===== src/rtl/bitstream_fetch_ctrl.sv =====
// Packs 16-bit NAL payload words into a 128-bit ring (one-word owr stage, src_ready backpressure) and tracks the parser bit pointer.
// Define EMU_PREV_REMOVE_EN to strip 00 00 03 emulation-prevention bytes and repack through a one-byte hold register.
module bitstream_fetch_ctrl (
  input  logic        clk,
  input  logic        reset_n,
  input  logic [15:0] src_data,
  input  logic        src_valid,
  output logic        src_ready,
  input  logic        flush,
  input  logic        consume_valid,
  input  logic [5:0]  consume_len,
  output logic        consume_ack,
  output logic [15:0] buf_data,
  output logic        buf_we,
  output logic [2:0]  wr_idx,
  output logic [6:0]  pc,
  output logic [7:0]  level,
  output logic        data_ok
);

  logic [15:0] owr;
  logic        owr_v;
  logic        src_take;
  logic        pack_vld;
  logic [15:0] pack_dat;
  logic [7:0]  level_nxt;

  // Writing stops once 112 bits are buffered, so a whole free slot always separates the writer from pc.
  assign buf_we      = owr_v && (level <= 8'd96) && !flush;
  assign buf_data    = owr;
  assign src_ready   = (!owr_v || buf_we) && !flush;
  assign src_take    = src_valid && src_ready;
  assign consume_ack = consume_valid && (consume_len != 6'd0) && (consume_len <= 6'd32) &&
                       ({2'b00, consume_len} <= level) && !flush;
  assign data_ok     = (level >= 8'd32);
  assign level_nxt   = level + (buf_we ? 8'd16 : 8'd0) - (consume_ack ? {2'b00, consume_len} : 8'd0);

`ifdef EMU_PREV_REMOVE_EN
  logic [1:0] zrun_q, zrun_d;
  logic       hold_v_q, hold_v_d;
  logic [7:0] hold_q, hold_d;
  logic [7:0] pk_byte;

  // Bytes are walked in stream order (high byte first); at most one word completes per input word.
  always_comb begin
    zrun_d   = zrun_q;
    hold_v_d = hold_v_q;
    hold_d   = hold_q;
    pack_vld = 1'b0;
    pack_dat = 16'h0000;
    pk_byte  = 8'h00;
    for (int i = 0; i < 2; i++) begin
      pk_byte = (i == 0) ? src_data[15:8] : src_data[7:0];
      if (zrun_d == 2'd2 && pk_byte == 8'h03) begin
        zrun_d = 2'd0;
      end else begin
        if (pk_byte == 8'h00)
          zrun_d = (zrun_d == 2'd2) ? 2'd2 : zrun_d + 2'd1;
        else
          zrun_d = 2'd0;
        if (hold_v_d) begin
          pack_vld = 1'b1;
          pack_dat = {hold_d, pk_byte};
          hold_v_d = 1'b0;
        end else begin
          hold_d   = pk_byte;
          hold_v_d = 1'b1;
        end
      end
    end
  end

  always_ff @(posedge clk or negedge reset_n) begin
    if (!reset_n) begin
      zrun_q   <= 2'd0;
      hold_v_q <= 1'b0;
      hold_q   <= 8'h00;
    end else if (flush) begin
      zrun_q   <= 2'd0;
      hold_v_q <= 1'b0;
      hold_q   <= 8'h00;
    end else if (src_take) begin
      zrun_q   <= zrun_d;
      hold_v_q <= hold_v_d;
      hold_q   <= hold_d;
    end
  end
`else
  assign pack_vld = 1'b1;
  assign pack_dat = src_data;
`endif

  always_ff @(posedge clk or negedge reset_n) begin
    if (!reset_n) begin
      pc     <= 7'd0;
      wr_idx <= 3'd0;
      level  <= 8'd0;
      owr    <= 16'h0000;
      owr_v  <= 1'b0;
    end else if (flush) begin
      pc     <= 7'd0;
      wr_idx <= 3'd0;
      level  <= 8'd0;
      owr    <= 16'h0000;
      owr_v  <= 1'b0;
    end else begin
      level <= level_nxt;
      if (consume_ack)
        pc <= pc + {1'b0, consume_len};
      if (buf_we)
        wr_idx <= wr_idx + 3'd1;
      if (src_take && pack_vld) begin
        owr   <= pack_dat;
        owr_v <= 1'b1;
      end else if (buf_we) begin
        owr_v <= 1'b0;
      end
    end
  end

endmodule


===== config.mk =====
export PLATFORM = sky130hd
export DESIGN_NAME = bitstream_fetch_ctrl
export DESIGN_NICKNAME = d
export VERILOG_FILES = /design/src/rtl/bitstream_fetch_ctrl.sv
export SDC_FILE = /design/constraint.sdc
export NUM_CORES = 1
export LEC_CHECK = 0
export CAP_MARGIN = 20
export CELL_PAD_IN_SITES_DETAIL_PLACEMENT = 0
export CELL_PAD_IN_SITES_GLOBAL_PLACEMENT = 1
export CORE_MARGIN = 10
export CORE_UTILIZATION = 35
export DETAILED_ROUTE_END_ITERATION = 16
export PLACE_DENSITY = 0.86
export REMOVE_ABC_BUFFERS = 1
export SETUP_SLACK_MARGIN = 0.1
export SYNTH_ARGS = -nofsm -noshare
export SYNTH_HDL_FRONTEND = slang
export SYNTH_SLANG_ARGS = --single-unit

===== constraint.sdc =====
create_clock -name clk -period 4.7 [get_ports clk]
set_input_delay 0.47 -clock clk [delete_from_list [all_inputs] [get_ports clk]]
set_output_delay 0.47 -clock clk [all_outputs]
set_load 0.005 [all_outputs]

* Word-level counts from Yosys, hierarchy flattened
Cells that the tools add are included.
Word-level totals: register bits 35, logic and storage cells 41
Operators by class: $add $sub $neg 4, magnitude comparators 4, muxes and demuxes 12, reduce and logical (&&, ||, !) cells 16
Operators by type and width (count):
- $mux W16 | 2
- $mux W7 | 2
- $add A8 B5 Y8 | 1
- $ge A8 B6 Y1 const B | 1
- $le A6 B8 Y1 | 1
- $le A8 B7 Y1 const B | 1
- $logic_and A1 B1 Y1 | 8
- $mux W8 | 1
- $sub A8 B6 Y8 | 1
- $add A7 B6 Y7 | 1
- $le A6 B6 Y1 const B | 1
- $mux W3 | 2
- $mux W6 | 1
- $reduce_bool A2 Y1 | 3
- $reduce_bool A6 Y1 | 1
- $mux W5 | 1
- $add A3 B1 Y3 const B | 1
- $mux W1 | 3
- $reduce_bool A3 Y1 | 1
- $logic_not A1 Y1 | 2
- $logic_or A1 B1 Y1 | 1

* Depth between registers and ports, before layout
depth after elaboration 8, gate-level depth with buffers 16, gate-level depth less buffers 16

* Least setup slack after synthesis
No wires, ideal clock.
path kind input to register, start point in consume_len[4], end point reg level[7], setup time 0.134 ns, arrival 3.545 ns, path slack 1.021 ns, cell stages on the path 14, path through ha_1 > a211o_1 > and2_1 > o311a_1 > nor3_2 > nand2_1 > ha_1 > ha_1 > fa_1 > a21o_1 > a21oi_1 > o21ai_0 > nand4_1 > o211ai_1
Between the ends: word-level cells in the longest chain between the ends 8, elaborated cells on any way between the ends 10, classes of those cells 1 x add/sub; 2 x order compare; 2 x mux; 5 x reduce/logical
Ends and longest elaborated chain:
- from (decl) | RTL line 11 | input logic [5:0] consume_len,
- parallel branches: the longest is 3 deep, another holds $le A6 B8 Y1
- $logic_and A1 B1 Y1 (*) | RTL line 33 | assign consume_ack = consume_valid && (consume_len != 6'd0) && (consume_len <= 6'd32) &&
- $logic_and A1 B1 Y1 (*) | RTL line 34 | ({2'b00, consume_len} <= level) && !flush;
- via consume_ack | RTL line 12 | output logic consume_ack,
- $mux W6 (*) | RTL line 36 | assign level_nxt = level + (buf_we ? 8'd16 : 8'd0) - (consume_ack ? {2'b00, consume_len} : 8'd0);
- $sub A8 B6 Y8 (*) | RTL line 36
- $mux W8 (*) | RTL line 100 | end else if (flush) begin
- to (signal assigned) | RTL line 107 | level <= level_nxt;
- to (decl) | RTL line 17 | output logic [7:0] level,
Mark *: on every way through the listed nets, which the timed path passes. A chain may end at the register's enable or synchronous reset.

* Worst setup path in the final report
start point in consume_len[4], end point reg level[7]
Between the ends: word-level cells in the longest chain between the ends 8, elaborated cells on any way between the ends 10, classes of those cells 1 x add/sub; 2 x order compare; 2 x mux; 5 x reduce/logical
Ends and longest elaborated chain (RTL line):
- parallel branches: the longest is 5 deep, another holds $le A6 B8 Y1
- $mux W6 (*) | 36
- $sub A8 B6 Y8 (*) | 36
- $mux W8 (*) | 100
Mark *: on every way between the ends.

==> impl_metrics.py <==
metrics = {
    "synth": {
        "synth_top_family_by_area": "adder cells",
        "synth_compound_area_frac": 0.157,
        "async_flop_share": 1.00,
        "synthMuxAreaShare": 0.0254,
        "syn_area_um2": 2220,
        "synthAdderAreaFrac": 0.174,
        "yosys_warnings": 0,
        "syn_avg_cell_area_um2": 9.41,
        "synth-simple-area-share": 0.155,
        "ys_types": 42,
        "synth_edf_count": 0,
        "synth-seq-cells": 35,
        "synth_seq_area_share": 0.395,
        "synthesis.instances": 236,
        "synthFlopType": "dfrtp_1",
        "synth_xor_area_frac": 0.0316,
    },
    "floorplanning": {
        "die_w_um": 99.6,
        "start_util": 0.368,
        "dieArea_um2": 9930,
        "die_h_um": 99.6,
        "fp-row-count": 28,
        "core_area_um2": 6030,
        "pin_count": 65,
    },
    "route": {
        "drt_pass1_iterations": 4,
        "drc_errors": 0,
        "ant_nets": 0,
        "routed_wl_mm": 5.83,
        "wl_per_cell_um": 15.3,
        "vias": 1929,
        "via_per_inst": 5.06,
        "drt-initial-drc-count": 66,
    },
    "global_routing": {
        "grt_pass1_wl_mm": 9.76,
        "grt.overflow.total": 0,
        "grtUsageTotal": 0.118,
        "grt_pass1_vias": 2020,
        "grt_max_degree": 36,
        "antenna_found_initial": 0,
    },
    "clocking": {
        "htreeDepth": 2,
        "cts_root_buf": "clkbuf_8",
        "ctsResizeCount": 0,
        "cts_buffers": 5,
        "tritoncts": "yes",
        "hold_buffers": 0,
        "clock_path_buffers": 2,
        "cts_sinks": 35,
        "postCtsSetupRepairBufs": 0,
        "clkTransAtPathRegs_ns": 0.09,
        "clock_latency_ns": 0.29,
    },
    "pwr": {
        "p_clk_frac": 0.177,
        "powerDensity_nw_per_um2": 422,
        "total_power_uw": 1290,
        "p_leak_uw": 0.00139,
        "swShare": 0.377,
        "ir_worst_vdd_mv": 0.229,
        "pwr-share-seq": 0.310,
        "combPwrFrac": 0.513,
        "p_int_uw": 804,
        "switchingPower_uw": 487,
    },
    "sta": {
        "period_share": 0.846,
        "setup_tns_ns": 0,
        "clock-skew-final_ns": 0.0112,
        "fin_crit_ns": 3.98,
        "slew_violations": 0,
        "worst_slack_ns": 0.722,
        "fin_worst_hold_slack_ns": 0.515,
        "rsz0062_at_grt": "false",
        "tightest_slew_ns": 0.640,
        "clock.fmax_mhz": 251,
        "finalHoldViolations": 0,
        "slew_headroom": 0.573,
        "setup_violations": 0,
    },
    "cells_and_area": {
        "synthToLayoutAreaGrowth_pct": 37.9,
        "diodes": 0,
        "drive_gt1_frac": 0.0686,
        "nets": 361,
    },
    "worst_setup_path": {
        "startpoint_type": "input pin",
        "cp-end-kind": "register",
        "rrSetupSlack_ns": 0.95,
        "reg2reg_from": "level[4]$_DFF_PN0_",
        "reg2reg_depth": 15,
        "crit_start": "consume_len[4]",
        "worstSetupPathType": "input pin to register",
        "rr_endpoint": "level[7]$_DFF_PN0_",
        "crit_arrival_ns": 4.14,
        "crit_end": "level[7]$_DFF_PN0_",
        "path_max_fanout": 8,
        "required_ns": 4.86,
    },
    "status": {
        "status": "finished clean",
    },
    "worst_hold_path": {
        "holdPathStages": 2,
        "hold_class": "register to register",
    },
    "placed_design": {
        "port_buffers": 64,
        "dpl_worst_slack_ns": 0.399,
        "hpwl_mm": 4.58,
        "place_congestion": 0.878,
    },
    "flow_run": {
        "cap_viol_max_count": 0,
    },
}
[through the flow]
step	util	std cells	instance area (µm²)
CTS	0.508	381	3060
floorplan	-	228	2190
detailed placement	0.493	373	2970
global route	0.508	381	3060
global placement	0.493	373	2970
finish	0.508	381	3060
[registers in the layout (all words and copies together), names as in the netlist]
name,cells
buf_data,16
level,8
pc,7
wr_idx,3
owr_v,1
[critical path: stages]
cell	delay [ns]
clkdlybuf4s50_1	0.49
ha_1	0.34
a211o_1	0.27
and2_1	0.15
o311a_1	0.44
nor3_2	0.21
nand2_1	0.08
ha_1	0.27
ha_1	0.23
fa_1	0.46
a21o_1	0.17
a21oi_1	0.19
o21ai_0	0.14
nand4_1	0.12
o211ai_1	0.09
[synthesized netlist by cell type, drive strengths merged, types with 3 or more instances]
cell	n	area share
a21oi	11	0.025
inv	29	0.049
nor2	15	0.029
nor4	3	0.0085
clkbuf	6	0.010
fa	3	0.027
o21ai	22	0.050
xnor2	5	0.020
mux2i	3	0.015
o211ai	3	0.010
ha	26	0.15
nand2	9	0.015
a21o	6	0.020
xor2	3	0.012
nor3	4	0.011
nand4	3	0.0085
nand3	20	0.045
dfrtp	35	0.39
nor2b	5	0.014
[power by group through the flow]
| stage | Sequential (µW) | Combinational [µW] | Clock, µW |
|---|---|---|---|
| finish | 400 | 662 | 229 |
| global route | 408 | 745 | 249 |
| CTS | 401 | 672 | 237 |
| detailed placement | 406 | 669 | 0 |
| global placement | 404 | 656 | 0 |
| floorplan | 399 | 409 | 0 |
[layout make-up]
type	count	area, µm²
sequential	35	876
multi-input combinational	164	1200
clock buffer	5	68.8
inverter	29	109
tap	75	93.8
fill	594	2960
clock inverter	3	23.8
timing repair buffer	70	686
[how the worst min path moves through the flow]
stage	from	endpoint	slack, ns
finish	buf_data[11]$_DFFE_PN0P_	buf_data[11]$_DFFE_PN0P_	0.52
CTS	buf_data[11]$_DFFE_PN0P_	buf_data[11]$_DFFE_PN0P_	0.52
floorplan	reset_n	buf_data[0]$_DFFE_PN0P_	0.17
global route	buf_data[15]$_DFFE_PN0P_	buf_data[15]$_DFFE_PN0P_	0.54
detailed placement	buf_data[11]$_DFFE_PN0P_	buf_data[11]$_DFFE_PN0P_	0.50
global placement	buf_data[11]$_DFFE_PN0P_	buf_data[11]$_DFFE_PN0P_	0.49
[cells in the final DEF, fill, tap and decap left out, drive strengths merged, types with 6 or more instances in the layout]
cell,n
a21o,6
a21oi,11
buf,6
clkdlybuf4s50,64
dfrtp,35
ha,26
inv,30
nand2,9
nand3,20
nor2,15
o21ai,22
[logic make-up (layout without fill, tap and decap cells)]
logic type | Yosys count | in the layout
DFF | 35 | 35
muxes | 5 | 5
and+or+nand+nor | 66 | 66
xor gates and xnor gates | 8 | 8
AOI/OAI and AO/OA | 56 | 56
buffers and inverters | 37 | 107
adders and majority gates | 29 | 29
[metal layers]
metal / part of all wire / global-route usage / wire length, µm / up-vias
met3: 0.12 / 0.0692 / 714 / 2
met1: 0.45 / 0.146 / 2630 / 897
li1: - / - / - / 965
met2: 0.43 / 0.174 / 2480 / 65
met5: 0 / 0 / 0 / -
met4: 0.00069 / 0.0198 / 4 / 0
Note: power is estimated with default switching activity, not from simulation.
